File: src/rtl/isa_bus_master.sv
// isa_bus_master: initiator for the 8-bit ISA bus.
// Turns one host request at a time into a timed ISA I/O or memory cycle:
// address setup, strobe (extended while the responder holds rdy low, with an
// optional timeout), then hold. Reports completion, read data and timeout.
//
// Ports:
//   clk, nRESET               clock, synchronous active-low reset
//   req_valid/req_ready       host request handshake
//   req_write, req_io         cycle type (write/read, I/O/memory)
//   req_addr, req_wdata       cycle address and write data
//   resp_valid                one-cycle completion pulse
//   resp_rdata, resp_err      read data and timeout flag, valid with resp_valid
//   bus_a, bus_d_out, bus_d_oe  ISA address, write data and its drive enable
//   bus_d_in                  ISA read data
//   bus_ior_l ... bus_memw_l  active-low ISA strobes
//   bus_aen                   high = address not valid for I/O decode
//   bus_rdy                   responder ready, low extends the strobe
module isa_bus_master #(
    parameter int unsigned SETUP_CYCLES  = 2,
    parameter int unsigned STROBE_CYCLES = 4,
    parameter int unsigned HOLD_CYCLES   = 1,
    parameter logic [15:0] WAIT_TIMEOUT  = 16'd1024
) (
    input  logic        clk,
    input  logic        nRESET,
    input  logic        req_valid,
    output logic        req_ready,
    input  logic        req_write,
    input  logic        req_io,
    input  logic [19:0] req_addr,
    input  logic [7:0]  req_wdata,
    output logic        resp_valid,
    output logic [7:0]  resp_rdata,
    output logic        resp_err,
    output logic [19:0] bus_a,
    output logic [7:0]  bus_d_out,
    output logic        bus_d_oe,
    input  logic [7:0]  bus_d_in,
    output logic        bus_ior_l,
    output logic        bus_iow_l,
    output logic        bus_memr_l,
    output logic        bus_memw_l,
    output logic        bus_aen,
    input  logic        bus_rdy
);

    typedef enum logic [1:0] {IDLE, SETUP, STROBE, HOLD} state_t;

    // Phase counter reload values: each phase counts down to zero.
    localparam logic [3:0] SETUP_LAST  = 4'(SETUP_CYCLES - 1);
    localparam logic [3:0] STROBE_LAST = 4'(STROBE_CYCLES - 1);
    localparam logic [3:0] HOLD_LAST   = 4'(HOLD_CYCLES - 1);
    localparam logic       HOLD_ONE    = (HOLD_CYCLES == 32'd1);

    // Active-low strobe vector {memw, memr, iow, ior} for a cycle type.
    function automatic logic [3:0] strobe_sel(input logic io, input logic wr);
        logic [3:0] s;
        case ({io, wr})
            2'b10:   s = 4'b1110;
            2'b11:   s = 4'b1101;
            2'b00:   s = 4'b1011;
            2'b01:   s = 4'b0111;
            default: s = 4'b1111;
        endcase
        return s;
    endfunction

    state_t      state_q, state_d;
    logic [3:0]  phase_q, phase_d;
    logic [15:0] wait_q, wait_d;
    logic        rdy_q, rdy_d;
    logic        write_q, write_d;
    logic        io_q, io_d;
    logic        err_q, err_d;
    logic [7:0]  cap_q, cap_d;
    logic        req_ready_q, req_ready_d;
    logic [19:0] bus_a_q, bus_a_d;
    logic [7:0]  bus_d_out_q, bus_d_out_d;
    logic        bus_d_oe_q, bus_d_oe_d;
    logic [3:0]  strb_l_q, strb_l_d;
    logic        bus_aen_q, bus_aen_d;
    logic        resp_valid_q, resp_valid_d;
    logic        resp_err_q, resp_err_d;
    logic [7:0]  resp_rdata_q, resp_rdata_d;
    logic        end_s;
    logic        timeout_s;

    // Next-state and next-output logic for the bus cycle sequencer.
    always_comb begin
        state_d      = state_q;
        phase_d      = phase_q;
        wait_d       = wait_q;
        rdy_d        = bus_rdy;
        write_d      = write_q;
        io_d         = io_q;
        err_d        = err_q;
        cap_d        = cap_q;
        req_ready_d  = req_ready_q;
        bus_a_d      = bus_a_q;
        bus_d_out_d  = bus_d_out_q;
        bus_d_oe_d   = bus_d_oe_q;
        strb_l_d     = strb_l_q;
        bus_aen_d    = bus_aen_q;
        resp_valid_d = 1'b0;
        resp_err_d   = 1'b0;
        resp_rdata_d = resp_rdata_q;
        end_s        = 1'b0;
        timeout_s    = 1'b0;

        case (state_q)
            IDLE: begin
                // req_ready is high throughout IDLE, so valid alone accepts.
                if (req_valid) begin
                    bus_a_d     = req_addr;
                    bus_d_out_d = req_wdata;
                    write_d     = req_write;
                    io_d        = req_io;
                    req_ready_d = 1'b0;
                    bus_aen_d   = 1'b0;
                    bus_d_oe_d  = req_write;
                    err_d       = 1'b0;
                    phase_d     = SETUP_LAST;
                    state_d     = SETUP;
                end else begin
                    state_d = IDLE;
                end
            end
            SETUP: begin
                if (phase_q == 4'd0) begin
                    strb_l_d = strobe_sel(io_q, write_q);
                    phase_d  = STROBE_LAST;
                    wait_d   = 16'd0;
                    state_d  = STROBE;
                end else begin
                    phase_d = phase_q - 4'd1;
                end
            end
            STROBE: begin
                // Minimum width first, then wait on the registered ready.
                if (phase_q != 4'd0) begin
                    phase_d = phase_q - 4'd1;
                end else if (rdy_q) begin
                    end_s = 1'b1;
                end else if ((WAIT_TIMEOUT != 16'd0) && (wait_q == WAIT_TIMEOUT)) begin
                    end_s     = 1'b1;
                    timeout_s = 1'b1;
                end else begin
                    wait_d = wait_q + 16'd1;
                end
            end
            HOLD: begin
                if (phase_q == 4'd0) begin
                    req_ready_d = 1'b1;
                    bus_aen_d   = 1'b1;
                    bus_d_oe_d  = 1'b0;
                    state_d     = IDLE;
                end else begin
                    if (phase_q == 4'd1) begin
                        resp_valid_d = 1'b1;
                        resp_err_d   = err_q;
                        if (!write_q) begin
                            resp_rdata_d = cap_q;
                        end else begin
                            resp_rdata_d = resp_rdata_q;
                        end
                    end else begin
                        resp_valid_d = 1'b0;
                    end
                    phase_d = phase_q - 4'd1;
                end
            end
            default: begin
                state_d = IDLE;
            end
        endcase

        // Strobe end: capture read data on this edge (forced on timeout).
        if (end_s) begin
            strb_l_d = 4'b1111;
            phase_d  = HOLD_LAST;
            err_d    = timeout_s;
            state_d  = HOLD;
            if (!write_q) begin
                cap_d = timeout_s ? 8'hFF : bus_d_in;
            end else begin
                cap_d = cap_q;
            end
            // A single hold cycle is also the last one, so respond now.
            if (HOLD_ONE) begin
                resp_valid_d = 1'b1;
                resp_err_d   = timeout_s;
                if (!write_q) begin
                    resp_rdata_d = cap_d;
                end else begin
                    resp_rdata_d = resp_rdata_q;
                end
            end else begin
                resp_valid_d = 1'b0;
            end
        end else begin
            end_s = 1'b0;
        end
    end

    // State and output registers with synchronous active-low reset.
    always_ff @(posedge clk) begin
        if (!nRESET) begin
            state_q      <= IDLE;
            phase_q      <= 4'd0;
            wait_q       <= 16'd0;
            rdy_q        <= 1'b1;
            write_q      <= 1'b0;
            io_q         <= 1'b0;
            err_q        <= 1'b0;
            cap_q        <= 8'h00;
            req_ready_q  <= 1'b1;
            bus_a_q      <= 20'h00000;
            bus_d_out_q  <= 8'h00;
            bus_d_oe_q   <= 1'b0;
            strb_l_q     <= 4'b1111;
            bus_aen_q    <= 1'b1;
            resp_valid_q <= 1'b0;
            resp_err_q   <= 1'b0;
            resp_rdata_q <= 8'h00;
        end else begin
            state_q      <= state_d;
            phase_q      <= phase_d;
            wait_q       <= wait_d;
            rdy_q        <= rdy_d;
            write_q      <= write_d;
            io_q         <= io_d;
            err_q        <= err_d;
            cap_q        <= cap_d;
            req_ready_q  <= req_ready_d;
            bus_a_q      <= bus_a_d;
            bus_d_out_q  <= bus_d_out_d;
            bus_d_oe_q   <= bus_d_oe_d;
            strb_l_q     <= strb_l_d;
            bus_aen_q    <= bus_aen_d;
            resp_valid_q <= resp_valid_d;
            resp_err_q   <= resp_err_d;
            resp_rdata_q <= resp_rdata_d;
        end
    end

    assign req_ready  = req_ready_q;
    assign bus_a      = bus_a_q;
    assign bus_d_out  = bus_d_out_q;
    assign bus_d_oe   = bus_d_oe_q;
    assign bus_ior_l  = strb_l_q[0];
    assign bus_iow_l  = strb_l_q[1];
    assign bus_memr_l = strb_l_q[2];
    assign bus_memw_l = strb_l_q[3];
    assign bus_aen    = bus_aen_q;
    assign resp_valid = resp_valid_q;
    assign resp_err   = resp_err_q;
    assign resp_rdata = resp_rdata_q;

endmodule

File: config.mk
export PLATFORM = sky130hd
export DESIGN_NAME = isa_bus_master
export DESIGN_NICKNAME = d
export VERILOG_FILES = /design/src/rtl/isa_bus_master.sv
export SDC_FILE = /design/constraint.sdc
export NUM_CORES = 1
export LEC_CHECK = 0
export ABC_CLOCK_PERIOD_IN_PS = 2300
export BUFFER_PORTS_ARGS = -buffer_cell sky130_fd_sc_hd__buf_2
export CAP_MARGIN = 30
export CORE_MARGIN = 2
export CORE_UTILIZATION = 53
export DETAILED_ROUTE_END_ITERATION = 8
export PLACE_DENSITY = 0.8
export SYNTH_ARGS = -nofsm -noshare
export SYNTH_HDL_FRONTEND = slang
export SYNTH_SLANG_ARGS = --single-unit
File: constraint.sdc
create_clock -name clk -period 2.3 [get_ports clk]
set_input_delay 0.46 -clock clk [delete_from_list [all_inputs] [get_ports clk]]
set_output_delay 0.46 -clock clk [all_outputs]
set_load 0.02 [all_outputs]
; ---- Yosys cells after proc, flatten, opt, wreduce, memory -nomap -nowiden
; Index checks and enable logic that the tools add are counted.
[word_totals]
inputBits = 42
register_bits = 78
[classes]
bitwise_logic = 1
mux = 47
eq_ne = 21
add_sub_neg = 2
n_reduce_logical = 20
[op_table]
columns = op, count
row1 = 2-to-1 mux 16 bit, 4
row2 = 2-to-1 mux 8 bit, 8
row3 = one-hot mux 16 bit (2 select lines), 1
row4 = one-hot mux 4 bit (4 select lines), 2
row5 = 2-to-1 mux 1 bit, 22
row6 = "!= test 2 bit, second input constant", 9
row7 = "adder 16 x 1 -> 16 bit, second input constant", 1
row8 = "equality test 16 x 11 -> 1 bit, second input constant", 1
row9 = 2-to-1 mux 4 bit, 4
row10 = nonzero test 2 bit, 6
row11 = AND reduction 5 bit, 2
row12 = AND reduction 3 bit, 3
row13 = "equality test 2 bit, second input constant", 4
row14 = nonzero test 4 bit, 2
row15 = 2-to-1 mux 2 bit, 3
row16 = "!= test 3 bit, second input constant", 2
row17 = one-hot mux 2 bit (3 select lines), 1
row18 = AND reduction 2 bit, 3
row19 = "equality test 2 x 1 -> 1 bit, second input constant", 2
row20 = "equality test 4 x 1 -> 1 bit, second input constant", 1
row21 = zero test 2 bit, 2
row22 = zero test 4 bit, 1
row23 = "!= test 4 bit, second input constant", 1
row24 = one-hot mux 1 bit (2 select lines), 2
row25 = 4 further kinds, 4

; ---- Logic depth before layout (Yosys ltp)
[logic_depth]
ltp_word = 9
ltp_mapped = 8

; ---- Least setup slack after synthesis
; Ideal clock, no wire load.
[synth_path]
path_kind = register to register
start = reg phase_q[0]
end = reg resp_rdata_q[0], in the netlist resp_rdata[0]
path_slack_ns = 0.384
path_stages_with_launch = 8
setup_ns = 0.123
period_less_slack_ns = 1.916
arrival_ns = 1.793
path_cell_list = dfxtp_1 -> inv_1 -> ha_1 -> nand2b_1 -> clkbuf_1 -> nor2_1 -> a22oi_2 -> mux2_1
[synth_via]
elab_chain_cells = 7
elab_cells_between_ends = 17
[synth_rtl]
columns = element, line
row1 = from (decl), 69  ; logic [3:0] phase_q, phase_d;
row2 = from (signal assigned), 227  ; phase_q <= phase_d;
row3 = nonzero test 4 bit, 140  ; if (phase_q != 4'd0) begin
row4 = 2-to-1 mux 1 bit, 140
row5 = 2-to-1 mux 1 bit, 110  ; case (state_q)
row6 = 2-to-1 mux 8 bit, 184  ; cap_d = timeout_s ? 8'hFF : bus_d_in;
row7 = 2-to-1 mux 8 bit, 183  ; if (!write_q) begin
row8 = 2-to-1 mux 8 bit, 192  ; if (!write_q) begin
row9 = 2-to-1 mux 8 bit, 178  ; if (end_s) begin
row10 = to (signal assigned), 242  ; resp_rdata_q <= resp_rdata_d;
row11 = to (decl), 84  ; logic [7:0] resp_rdata_q, resp_rdata_d;
; Several ways; a longest one is shown, not always the timed one. The select of a mux whose other input is x is not followed.
; A chain may end at the register's enable or synchronous reset.

; ---- Worst setup path in the final report
[layout_path]
start = reg phase_q[1]
end = reg wait_q[13]
[layout_via]
elab_chain_cells = 3
elab_cells_between_ends = 5
[layout_rtl]
columns = element, line
row1 = nonzero test 4 bit or zero test 4 bit (tied branches), "140, 129"
row2 = != test 2 bit (no source line), n/a
row3 = AND reduction 5 bit (no source line) (*), n/a
row4 = to (signal assigned), 228  ; wait_q <= wait_d;
row5 = to (decl), 70  ; logic [15:0] wait_q, wait_d;
; Mark *: on every way between the ends. The rest lies on a longest branch, timed or not.

==> results.md <==
Outcome:
- The run finished with clean final reports.

Setup path:
- The type of element launching the critical path is a register.
- The data required time at the worst endpoint is 2580 ps.
- The classification of the worst setup path is reg -> reg.
- The arrival time at the worst endpoint is between 2000 and 2500 ps.
- The type of element capturing the critical path is a register.
- In this run the worst path has a maximum fanout of 10.

Floorplan:
- Measured along the y axis, the die boundary spans 84.9 um.
- The core area is 6350 um^2.
- The I/O pin total is 87.
- The die covers 7200 um^2.
- The floorplan has 29 rows.
- Measured along the x axis, the die boundary spans about 85 um.
- The initial core utilization is 54.6%.

Timing:
- The total count of max-transition violations in the final report is 0.
- The final critical path time including I/O delays and setup is 2070 ps.
- The pin slew with the least headroom to its limit is 534 ps.
- The number of hold-slack violations in the final timing report is 0.
- The setup TNS is 0 ps.
- Setup violations remaining at the end of the flow were counted as 0.
- The final critical-path share of the clock period is 90.1%.
- The worst pin sits at a relative slew slack of about 64%.
- Static timing analysis puts the maximum clock frequency at a little under 0.5 GHz.
- The worst hold slack after final layout is approximately 300 ps.
- Setup repair after global routing left no endpoint under its margin.
- The maximum clock skew at final layout is 7.18 ps.

Power and ir drop:
- The combinational share of power is 27.7%.
- The power per unit of standard cell area is ~910 nW/um^2.
- The clock network burns 30.4% of the power.
- In this run the power spent charging and discharging nets is 1.28 mW.
- The share of power burned in registers is 42.0%.
- The worst-case IR drop observed on VDD is 666 uV.
- Of the total power, the share spent switching nets is 33.7%.
- The analysis attributes to cell leakage a power of 1.71 nW.
- The final total power is between 3 and 4 mW.
- The internal power contribution is 2.53 mW.

Clock tree:
- The number of buffers added by the clock tree synthesis step is 9.
- The clock reaches the later pin of the worst-skew pair after 360 ps.
- TritonCTS built the clock tree.
- The total number of H-tree levels is 3.
- Hold repair after CTS inserted 0 buffers.
- After clock tree synthesis, the clock-pin slew on the worst setup and hold paths is around 80 ps.
- The clock root buffer master is clkbuf_8.
- The number of clock sinks is 78.
- The clock passes through at most 2 buffers.

Place:
- The congestion estimate from routability-driven global placement came to between 0.8 and 0.9.
- The number of I/O port buffers is 86.
- The placed instances occupy a cell area of 3960 um^2.
- The HPWL after detailed placement is 5520 um.

Synth:
- The average footprint of a synthesized cell is between 8 and 9 um^2.
- The synthesis-stage register bit count is 78.
- The post-synthesis share of cell area spent on full adders, half adders and majority gates is 1.44%.
- The simple-gate share of the synthesized area is 26.2%.
- By area, the combinational part of the netlist is dominated by simple AND/OR/NAND/NOR gates.
- The share of synthesized registers carrying an async set or reset is 0%.
- The count of cell types in the netlist is 53.
- The portion of the post-synthesis area used by sequential elements is 45.0%.
- Counting every instance in the synthesized netlist gives 393.
- Yosys mapped a number of flops with a built-in enable equal to 0.
- The cell area that synthesis handed to floorplanning was 3470 um^2.
- The number of nets in the synthesized netlist is 439.
- Among all flip-flop cells after synthesis, the most frequent one is dfxtp_1.
- For this run, the number of Yosys warnings is 0.
- Of the post-synthesis cell area, the part taken by muxes is 2.60%.
- Summing the areas of all compound-gate instances in the mapped netlist gives approximately a fifth of the synthesized area.
- Of the total synthesized cell area, the portion taken by XOR and XNOR cells is 0.758%.

Finish:
- From synthesis to final layout, the design area changed by 20.7%.
- The most common cell after layout, fill and taps aside is buf_2.
- In the final layout, the share of cells above drive strength 1 is 25.4%.
- The library cells used most frequently in the layout, excluding fill and tap cells, are 86 x buf_2, 78 x dfxtp_1, 71 x nand2_1, 50 x a21oi_1, 13 x nor2_1.
- After the last flow step, the layout net total stands at approximately 520.
- The share of the core filled with cells in the final layout is 65.9%.
- The finished cells cover 4180 um^2.
- The antenna diode instance count is 0.
- The fill cell instance count of the final layout is ~520.

Drt:
- The total DRC errors in the routed layout is 0.
- After detailed routing, the number of vias per cell comes to 5.69.
- The first routing iteration left 130 violations.
- The detailed-router iteration count before antenna repair is 4.
- The final wirelength is between 7000 and 8000 um.
- The average wire per standard cell is between 10 and 15 um.
- Once detail routing completed, the nets flagged for antenna violations numbered 0.
- For this block, the via count after detailed routing is between 3000 and 4000.

Global route:
- The initial antenna violation count is 0.
- The first global-routing pass estimated 13100 um of wire.
- The overall overflow remaining after global route is 0.
- The pin count of the biggest net entering global routing is 38.
- The overall fraction of global-route tracks in use is between 20% and 30%.
- The number of global-route vias before repair is 2867.

Job:
- Across the run, the number of max-cap violations was 0.

Worst hold path:
- The path class of the tightest hold or removal check is in -> reg.
[routing by layer]
layer | vias to the layer above | wire length (um) | global-route usage, %
li1 | 1581 | - | -
met1 | 1477 | 3550 | 28.8
met2 | 96 | 3830 | 36.5
met3 | 18 | 448 | 6.03
met4 | 0 | 133 | 7.50
met5 | - | 0 | 0
[path summary, 6_finish.rpt]
check                                             start                 endpoint  slack, ps  depth (start not counted)
worst min register to register    bus_a[7]$_SDFFE_PN0P_    bus_a[7]$_SDFFE_PN0P_        450                          2
worst max register to register  phase_q[1]$_SDFFE_PP0P_  wait_q[13]$_SDFFE_PN0P_        230                          6
worst max-delay path            phase_q[1]$_SDFFE_PP0P_  wait_q[13]$_SDFFE_PN0P_        230                          6
worst min-delay path                            bus_rdy         rdy_q$_SDFF_PN1_        300                          2
[critical path: stages (launching register included)]
cell	delay, ps
dfxtp_1	330
inv_1	100
ha_1	180
nor3b_2	290
nand4_1	400
or4_1	530
a21oi_1	160
[metrics by stage]
| step | cells | setup slack, ps |
|---|---|---|
| after floorplan | 393 | 384 |
| after global placement | 541 | 235 |
| after detailed placement | 541 | 180 |
| after CTS | 557 | 181 |
| after global routing | 557 | 70.0 |
| final | 557 | 229 |
[Yosys cell counts (2+ instances only)]
cell	instances	area, um^2
inv_1	8	30.0
buf_1	3	11.3
nand4_1	3	18.8
nor2b_1	2	12.5
nand2b_1	3	18.8
and3_1	5	31.3
nor3b_1	5	37.5
nand3b_1	9	67.6
or4_4	2	22.5
ha_1	4	50.1
xnor2_1	3	26.3
o21a_1	2	15.0
dfxtp_1	78	1560
nand3_1	9	45.0
o31ai_1	12	90.1
clkbuf_1	18	67.6
and2_1	9	56.3
or3_1	3	18.8
mux2_1	8	90.1
a21oi_1	51	255
o21ai_1	5	25.0
nand2_1	71	267
buf_6	2	22.5
nor3_1	5	25.0
or4_1	12	90.1
o2111a_1	9	101
o21bai_1	8	60.1
a211oi_1	2	15.0
nor2_1	14	52.6
buf_4	2	15.0
nor4bb_1	2	20.0
nand4bb_1	2	22.5
o21ai_0	2	10.0
[cell type report]
| class | count | area [um^2] | share of cell area, % |
|---|---|---|---|
| clock buffers | 11 | 141 | 3.38 |
| clock inverters | 5 | 81.3 | 1.94 |
| repair buffers | 97 | 513 | 12.3 |
| inverters | 8 | 30.0 | 0.718 |
| well taps | 77 | 96.3 | 2.30 |
| flip-flops and latches | 78 | 1560 | 37.3 |
| multi-input cells | 281 | 1760 | 42.1 |
[flip-flops by register name (all words and copies together), names as in the netlist]
register    count
bus_a          20
bus_aen         1
bus_d_oe        1
bus_d_out       8
cap_q           8
err_q           1
io_q            1
phase_q         4
rdy_q           1
resp_err        1
resp_rdata      8
resp_valid      1
state_q         2
strb_l_q        4
wait_q         16
write_q         1
[timing repair]
action,CTS,global route
endpoints found under the hold margin,0,0
setup buffers,0,0
gates resized for setup,0,1
endpoints found under the setup margin,0,2
[power by group through the flow]
stage / clock [mW] / combinational [mW] / sequential [mW]
detailed placement: 0 / 1.04 / 1.63
floorplan: 0 / 0.681 / 1.67
global route: 1.23 / 1.16 / 1.62
finish: 1.16 / 1.05 / 1.60
global placement: 0 / 1.02 / 1.62
CTS: 1.17 / 1.05 / 1.60
[cell families after synthesis]
kind of cell,after synthesis
simple gates,165
mux,8
buf+inv,34
compound gates,101
fa+ha+maj,4
flops,78
xor+xnor,3
No activity file was read; power rests on OpenSTA's default activity.
